**src/rtl/alu_sequencer.sv**
```systemverilog
// Multi-cycle sequencer that drives an external combinational ALU: single pass for
// arithmetic/logic ops, repeated one-bit passes for logical shifts, then holds the result.
module alu_sequencer (
    input  logic        clk,
    input  logic        rst_n,
    input  logic        cmd_valid,
    output logic        cmd_ready,
    input  logic [2:0]  cmd_op,
    input  logic [31:0] cmd_a,
    input  logic [31:0] cmd_b,
    input  logic [4:0]  cmd_shamt,
    output logic [31:0] alu_a,
    output logic [31:0] alu_b,
    output logic [2:0]  alu_sel,
    input  logic [31:0] alu_out,
    input  logic        alu_overflow,
    input  logic        alu_carry,
    output logic        rsp_valid,
    input  logic        rsp_ready,
    output logic [31:0] rsp_data,
    output logic [3:0]  rsp_flags,
    output logic        busy
);

    localparam logic [2:0] OP_ADD = 3'b000;
    localparam logic [2:0] OP_SUB = 3'b001;
    localparam logic [2:0] OP_SHR = 3'b010;
    localparam logic [2:0] OP_SHL = 3'b011;

    typedef enum logic [1:0] {
        IDLE = 2'd0,
        EXEC = 2'd1,
        RESP = 2'd2
    } state_t;

    state_t      state_q, state_d;
    logic [2:0]  op_q, op_d;
    logic [31:0] b_q, b_d;
    logic [31:0] acc_q, acc_d;
    logic [4:0]  cnt_q, cnt_d;
    logic [31:0] rsp_data_q, rsp_data_d;
    logic [3:0]  rsp_flags_q, rsp_flags_d;
    logic        rsp_valid_q, rsp_valid_d;
    logic        cmd_ready_q, cmd_ready_d;
    logic        busy_q, busy_d;
    logic [31:0] alu_a_q, alu_a_d;
    logic [31:0] alu_b_q, alu_b_d;
    logic [2:0]  alu_sel_q, alu_sel_d;
    logic        cmd_is_bitshift_s;

    function automatic logic is_zero(input logic [31:0] v);
        return (v == 32'h0000_0000);
    endfunction

    // {N,Z,V,C}: V only meaningful for add/sub, C only for add
    function automatic logic [3:0] exec_flags(input logic [2:0] op, input logic [31:0] res,
                                              input logic ovf, input logic carry);
        logic v_s;
        logic c_s;
        v_s = ((op == OP_ADD) || (op == OP_SUB)) ? ovf : 1'b0;
        c_s = (op == OP_ADD) ? carry : 1'b0;
        return {res[31], is_zero(res), v_s, c_s};
    endfunction

    assign cmd_is_bitshift_s = (cmd_op == OP_SHR) || (cmd_op == OP_SHL);

    // Next-state, datapath and next registered-output computation
    always_comb begin
        state_d     = state_q;
        op_d        = op_q;
        b_d         = b_q;
        acc_d       = acc_q;
        cnt_d       = cnt_q;
        rsp_data_d  = rsp_data_q;
        rsp_flags_d = rsp_flags_q;
        case (state_q)
            IDLE: begin
                if (cmd_valid) begin
                    op_d  = cmd_op;
                    b_d   = cmd_b;
                    acc_d = cmd_a;
                    if (cmd_is_bitshift_s && (cmd_shamt == 5'd0)) begin
                        state_d     = RESP;
                        cnt_d       = 5'd0;
                        rsp_data_d  = cmd_a;
                        rsp_flags_d = {cmd_a[31], is_zero(cmd_a), 2'b00};
                    end else begin
                        state_d = EXEC;
                        cnt_d   = cmd_is_bitshift_s ? cmd_shamt : 5'd1;
                    end
                end else begin
                    state_d = IDLE;
                end
            end
            EXEC: begin
                acc_d = alu_out;
                cnt_d = cnt_q - 5'd1;
                if (cnt_q == 5'd1) begin
                    state_d     = RESP;
                    rsp_data_d  = alu_out;
                    rsp_flags_d = exec_flags(op_q, alu_out, alu_overflow, alu_carry);
                end else begin
                    state_d = EXEC;
                end
            end
            RESP: begin
                if (rsp_ready) begin
                    state_d = IDLE;
                end else begin
                    state_d = RESP;
                end
            end
            default: begin
                state_d = IDLE;
            end
        endcase
        // Outputs are registered, so derive them from the upcoming state
        rsp_valid_d = (state_d == RESP);
        cmd_ready_d = (state_d == IDLE);
        busy_d      = (state_d != IDLE);
        alu_a_d     = (state_d == EXEC) ? acc_d : 32'h0000_0000;
        alu_b_d     = (state_d == EXEC) ? b_d   : 32'h0000_0000;
        alu_sel_d   = (state_d == EXEC) ? op_d  : 3'b000;
    end

    // State and output registers with synchronous active-low reset
    always_ff @(posedge clk) begin
        if (!rst_n) begin
            state_q     <= IDLE;
            op_q        <= 3'b000;
            b_q         <= 32'h0000_0000;
            acc_q       <= 32'h0000_0000;
            cnt_q       <= 5'd0;
            rsp_data_q  <= 32'h0000_0000;
            rsp_flags_q <= 4'b0000;
            rsp_valid_q <= 1'b0;
            cmd_ready_q <= 1'b0;
            busy_q      <= 1'b0;
            alu_a_q     <= 32'h0000_0000;
            alu_b_q     <= 32'h0000_0000;
            alu_sel_q   <= 3'b000;
        end else begin
            state_q     <= state_d;
            op_q        <= op_d;
            b_q         <= b_d;
            acc_q       <= acc_d;
            cnt_q       <= cnt_d;
            rsp_data_q  <= rsp_data_d;
            rsp_flags_q <= rsp_flags_d;
            rsp_valid_q <= rsp_valid_d;
            cmd_ready_q <= cmd_ready_d;
            busy_q      <= busy_d;
            alu_a_q     <= alu_a_d;
            alu_b_q     <= alu_b_d;
            alu_sel_q   <= alu_sel_d;
        end
    end

    assign cmd_ready = cmd_ready_q;
    assign rsp_valid = rsp_valid_q;
    assign rsp_data  = rsp_data_q;
    assign rsp_flags = rsp_flags_q;
    assign busy      = busy_q;
    assign alu_a     = alu_a_q;
    assign alu_b     = alu_b_q;
    assign alu_sel   = alu_sel_q;

endmodule

```
**config.mk**
```make
export PLATFORM = sky130hd
export DESIGN_NAME = alu_sequencer
export DESIGN_NICKNAME = d
export VERILOG_FILES = /design/src/rtl/alu_sequencer.sv
export SDC_FILE = /design/constraint.sdc
export NUM_CORES = 1
export LEC_CHECK = 0
export CORE_ASPECT_RATIO = 0.5
export CORE_MARGIN = 10
export CORE_UTILIZATION = 50
export DETAILED_ROUTE_END_ITERATION = 7
export GPL_ROUTABILITY_DRIVEN = 0
export PLACE_DENSITY_LB_ADDON = 0.3
export SYNTH_ARGS = -nofsm -noshare
export SYNTH_HDL_FRONTEND = slang
export SYNTH_SLANG_ARGS = --single-unit
```
**constraint.sdc**
```tcl
create_clock -name clk -period 3.16 [get_ports clk]
set_input_delay 0.632 -clock clk [delete_from_list [all_inputs] [get_ports clk]]
set_output_delay 0.632 -clock clk [all_outputs]
set_load 0.02 [all_outputs]
```
==> impl_metrics.yaml, run 1 <==
synthesis:
  synth-seq-cells: 179
  syn_nets: 858
  ys_seq_area_frac: 0.522
  synth_area_sq_um: 6870
  ys_types: 44
  syn_avg_cell_area_sq_um: 9.20
  synth_edf_count: 0
  synthArstFlopShare: 0
  yosys_warnings: 0
  syn_inst: 746
  synthFlopType: "dfxtp_1"
setup_path:
  required_ns: 3.49
  critPathArrivalTime_ns: 2.70
  startpoint_type: "input port"
  ff2ff_setup_slack_ns: 0.91
  cp-end-kind: "flip-flop"
  critPathKind: "input port to flip-flop"
  path_max_fanout: 24
clock_tree:
  cts.htree.levels: 4
  cts_made_buffers: 17
  tritoncts: "done"
  cts.clk_slew.worst_paths_ns: 0.07
  cts_sinks: 179
  cts-root-buf: "clkbuf_16"
  insertion_delay_ns: 0.42
  clockBufferDepth: 2
  ctsHoldBuffers: 0
  ctsResizeCount: 0
  cts_setup_buffers: 0
die:
  core-area_sq_um: 13500
  core.rowCount: 30
  die-area_sq_um: 19100
  start_util: 0.509
  boundaryPins: 216
  die_h_um: 103
  die_w_um: 186
timing:
  min_period_ns: 2.37
  post-route-period-util: 0.750
  finalSetupViolCount: 0
  fin_setup_tns_ns: 0
  rsz0062_at_grt: "false"
  slew-limit-headroom: 0.561
  report.final.slew_viol_count: 0
  worstMarginPinSlew_ns: 0.659
  hold_violations: 0
  fin_worst_skew_ns: 0.00818
  max_freq_ghz: 0.422
power:
  ir_drop_uv: 371
  cellPowerDensity_nw_per_um2: 584
  leakage_nw: 3.63
route:
  post-route-drc-count: 0
  drtIter0Drc: 455
  avgRoutedWirePerCell_um: 19.0
  final_antenna_net_count: 0
  wl_um: 21400
  dr.pass1.iters: 8
  viasPerCell: 5.56
  vias: 6266
final_layout:
  fill_cells: 1015
  regArea_sq_um: 3590
  syn2layout_area_growth_pct: 41.4
  multi_input_area_sq_um: 3000
  drive_gt1_frac: 0.108
  design_area_sq_um: 9710
  final_util: 0.720
  fin_nets: 1050
  antenna_cells: 0
grt:
  grt.total_usage: 0.219
  overflow: 0
  grt_pass1_vias: 6254
  grt_max_degree: 44
  grt_antenna_before_repair: 1
  grt_pass1_wl_um: 33100
worst_hold_path:
  hold_path_class: "flip-flop to flip-flop"
placement:
  io_buffers: 215
  hpwlAfterDp_um: 15400
  placed_area_sq_um: 9150
job:
  cap_violations: 0
run_status:
  outcome: "complete, no violations"
## logic make-up (layout without fill, tap and decap cells)
logic type | Yosys count | after routing | share of synthesized area
adder cells (fa/ha/maj) | 2 | 2 | 0.00364
AND/OR/NAND/NOR | 348 | 348 | 0.228
XOR/XNOR | 2 | 2 | 0.00255
flip-flops | 179 | 179 | 0.522
AO/OA/AOI/OAI | 118 | 118 | 0.148
buffers and inverters | 62 | 266 | 0.0454
multiplexers | 35 | 35 | 0.0510
## routing by layer
layer	vias up	part of all wire	track usage
met5	-	0	0
met4	0	0.026	0.0831
met3	51	0.089	0.0658
met2	274	0.48	0.372
met1	2988	0.41	0.258
li1	2953	-	-
## state kept, by name, summed over array words and instances, names as in the netlist
register,cells
cnt_q,5
rsp_data,32
op_q,3
alu_a,32
acc_q,32
alu_sel,3
alu_b,32
state_q,2
cmd_ready,1
busy,1
rsp_flags,3
b_q,32
rsp_valid,1
## critical path: stages
cell and delay, ns:
clkdlybuf4s50_1 0.48, or3b_1 0.46, nor3_2 0.23, o21a_4 0.33, buf_12 0.23, nor2_1 0.08, a311oi_2 0.25
## where the power goes
group / internal [W] / switching (W) / total (W)
clock: 0.00105 / 0.000979 / 0.00203
combinational: 0.000512 / 0.000615 / 0.00113
sequential: 0.00243 / 0.0000873 / 0.00252
total: 0.00399 / 0.00168 / 0.00567
## cell usage after synthesis (5+ instances only)
master | n | area [sq um]
nor4_1 | 14 | 87.6
buf_2 | 12 | 60.1
a21oi_1 | 37 | 185
nand2_1 | 66 | 248
dfxtp_1 | 179 | 3580
a311oi_2 | 24 | 360
nor2_2 | 20 | 125
clkbuf_1 | 29 | 109
nor2b_1 | 36 | 225
nor2_1 | 187 | 702
nor3_1 | 5 | 25.0
a311oi_1 | 8 | 70.1
mux2i_1 | 35 | 350
buf_4 | 9 | 67.6
a221oi_1 | 33 | 289
## cells in the final DEF, fill, tap and decap left out, types with 2 or more instances in the layout
cell type and count:
a311oi_1 8, inv_1 2, clkbuf_16 17, nor2b_1 33, nor3_1 5, nor2b_4 2, nand2_1 66, buf_12 4
clkinv_4 3, dfxtp_2 2, nor4_1 14, clkdlybuf4s50_1 215, nand2b_1 3, a31oi_1 2, nor2_1 187, a21oi_1 37
nand4_1 4, ha_1 2, nor3b_1 2, a22oi_1 2, inv_6 5, nand3_1 2, mux2i_1 35, dfxtp_1 177
a221oi_1 33, o21ai_1 2, or4_1 2, buf_4 12, o21ai_0 3, nor2_2 20, inv_8 5, a311oi_2 24
a211oi_1 2
## stage by stage
stage	std cells	worst slack, ns	hold slack (ns)	total power [W]
after floorplan	746	1.13	0.456	0.00319
after global placement	1095	0.428	0.466	0.00366
after detailed placement	1095	0.377	0.476	0.00369
after CTS	1126	0.800	0.491	0.00570
after global routing	1126	0.658	0.513	0.00590
final	1126	0.789	0.488	0.00567
## final timing paths
| check | cells after the start | to | start |
|---|---|---|---|
| worst max-delay path | 7 | rsp_data[27]$_SDFFE_PN0P_ | cmd_op[2] |
| worst min register to register | 2 | alu_b[11]$_SDFF_PN0_ | b_q[11]$_SDFF_PN0_ |
| worst max register to register | 4 | rsp_data[4]$_SDFFE_PN0P_ | state_q[0]$_SDFF_PN0_ |
| worst min-delay path | 2 | alu_b[11]$_SDFF_PN0_ | b_q[11]$_SDFF_PN0_ |
## layout make-up
type                            instances  area share
Sequential cell                       179       0.369
Clock buffer                           17      0.0438
Timing Repair Buffer                  231       0.239
Inverter                                4     0.00180
Multi-Input combinational cell        505       0.309
Clock inverter                         14      0.0138
Tap cell                              176      0.0227
(Power assumes the default switching activity.)
==> run 2: changes to the inputs <==
--- a/config.mk
+++ b/config.mk
@@ -7,7 +7,7 @@
 export LEC_CHECK = 0
 export CORE_ASPECT_RATIO = 0.5
 export CORE_MARGIN = 10
-export CORE_UTILIZATION = 50
+export CORE_UTILIZATION = 46
 export DETAILED_ROUTE_END_ITERATION = 7
 export GPL_ROUTABILITY_DRIVEN = 0
 export PLACE_DENSITY_LB_ADDON = 0.3
==> constraint.sdc (replaced) <==
create_clock -name clk -period 2.4 [get_ports clk]
set_input_delay 0.48 -clock clk [delete_from_list [all_inputs] [get_ports clk]]
set_output_delay 0.48 -clock clk [all_outputs]
set_load 0.02 [all_outputs]
==> run 2 against run 1 <==
Effect of this change:
- utilization down 3.8 points
- register-to-register slack worse by 0.44 ns
- highest routed layer unchanged
- sequential power up 31%
- design area up 2.3%
- worst hold slack worse by 0.0063 ns
- clock skew up 0.00083 ns
- combinational power up 36%
- count of clock-buffer cells in the layout up 2
- via count down 1.6%
- clock power up 40%
- critical path depth unchanged
- global-route usage down 1.6 points
==> impl_metrics.yaml, run 2 (same netlist as run 1, synthesis figures left out) <==
final_layout:
  final_common_cell: "clkdlybuf4s50_1"
  drive_gt1_frac: 0.117
  fin_nets: 1061
  final_cell_mix: "clkdlybuf4s50_1, nor2_1, dfxtp_1, nand2_1, a21oi_1"
  fill_cells: 1159
  instances_no_fill: 1159
  antenna_cells: 0
  syn2layout_area_growth_pct: 44.6
setup_path:
  cpPeakStageDelay_ns: 0.55
  critPathArrivalTime_ns: 2.40
  required_ns: 2.72
  crit_path_top_delay_cell: "or4_4"
  path_max_fanout: 28
  critPathKind: "input port to flip-flop"
  cp_top_family: "simple AND/OR/NAND/NOR gates"
  crit_path_cell_trace: "clkdlybuf4s50_1 -> or4_4 -> nor3_2 -> o21a_4 -> buf_12 -> nor2_1 -> a311oi_2"
  crit_buf_inv: 2
  startpoint_type: "input port"
  cp-end-kind: "flip-flop"
timing:
  fin_worst_skew_ns: 0.00901
  rsz0062_at_grt: "false"
  worstMarginPinSlew_ns: 0.544
  min_period_ns: 2.08
  post-route-period-util: 0.865
  finalSetupViolCount: 0
  report.final.slew_viol_count: 0
  slew-limit-headroom: 0.634
  hold_violations: 0
  max_freq_ghz: 0.482
  setup_slack_ns: 0.323
die:
  core.rowCount: 31
  core-area_sq_um: 14500
  die_h_um: 106
  die_w_um: 193
  die-area_sq_um: 20500
  start_util: 0.472
  boundaryPins: 216
clock_tree:
  cts_sinks: 179
  cts-root-buf: "clkbuf_16"
  insertion_delay_ns: 0.41
  ctsResizeCount: 0
  tritoncts: "done"
  cts.htree.levels: 4
  cts.clk_slew.worst_paths_ns: 0.07
  cts_made_buffers: 17
  cts_setup_buffers: 0
  ctsHoldBuffers: 0
  clockBufferDepth: 2
route:
  avgRoutedWirePerCell_um: 18.6
  viasPerCell: 5.32
  wl_um: 21500
  vias: 6166
  dr.pass1.iters: 5
  post-route-drc-count: 0
  drtIter0Drc: 328
  final_antenna_net_count: 0
grt:
  overflow: 0
  grt.total_usage: 0.203
  grt_max_degree: 46
  grt_pass1_vias: 6261
  grt_pass1_wl_um: 33600
  grt_antenna_before_repair: 0
power:
  leakage_nw: 3.72
  cellPowerDensity_nw_per_um2: 775
  ir_drop_uv: 636
placement:
  pre_cts_slack_ns: -0.0846
  io_buffers: 215
  dp_cells: 1128
  hpwlAfterDp_um: 15600
run_status:
  outcome: "complete, no violations"
job:
  cap_violations: 0
worst_hold_path:
  hold_path_class: "flip-flop to flip-flop"
## run 2: metrics by stage
stage	util	instance area (sq um)	total power [W]	TNS [ns]	hold slack, ns
after global placement	0.641	9320	0.00486	-0.00620	0.464
after floorplan	-	6870	0.00419	0	0.456
final	0.682	9930	0.00769	0	0.482
after global routing	0.682	9930	0.00800	0	0.510
after detailed placement	0.641	9320	0.00490	-1.31	0.472
after CTS	0.682	9930	0.00774	0	0.483
## run 2: final timing paths
kind                                           startpoint                   endpoint  slack [ns]  cells past startpoint
worst max register to register      cnt_q[1]$_SDFFE_PN0P_  rsp_data[29]$_SDFFE_PN0P_        0.47                      9
worst min register to register  rsp_flags[0]$_SDFFE_PN0P_  rsp_flags[0]$_SDFFE_PN0P_        0.48                      2
worst max-delay path                         cmd_shamt[1]  rsp_data[29]$_SDFFE_PN0P_        0.32                      7
worst min-delay path            rsp_flags[0]$_SDFFE_PN0P_  rsp_flags[0]$_SDFFE_PN0P_        0.48                      2
## run 2: power by group
group	internal [W]	total (W)	leakage [nW]	switching, W
clock	0.00166	0.00285	0.286	0.00119
combinational	0.000711	0.00154	1.97	0.000826
sequential	0.00320	0.00331	1.47	0.000108
## run 2: worst register-to-register path, stage by stage (launching register included)
cell and delay (ns):
dfxtp_1 0.31, inv_1 0.10, ha_1 0.15, nor4b_1 0.22, buf_4 0.17, a21o_1 0.13, o21a_4 0.17, buf_12 0.21
nor2_1 0.11, a311oi_2 0.26
## run 2: routing by layer
layer,global-route usage,vias to the layer above,share of wire
li1,-,2969,-
met1,0.252,2934,0.43
met2,0.346,237,0.48
met3,0.0463,26,0.074
met4,0.0550,0,0.014
met5,0,-,0
## run 2: area by class of cell
type	count	area, sq um	area share
clock inverter	12	173	0.0174
inverter	4	17.5	0.00176
multi-input combinational	505	3000	0.302
timing repair buffer	242	2470	0.249
tap	198	248	0.0250
sequential	179	3590	0.361
clock buffer	19	433	0.0436
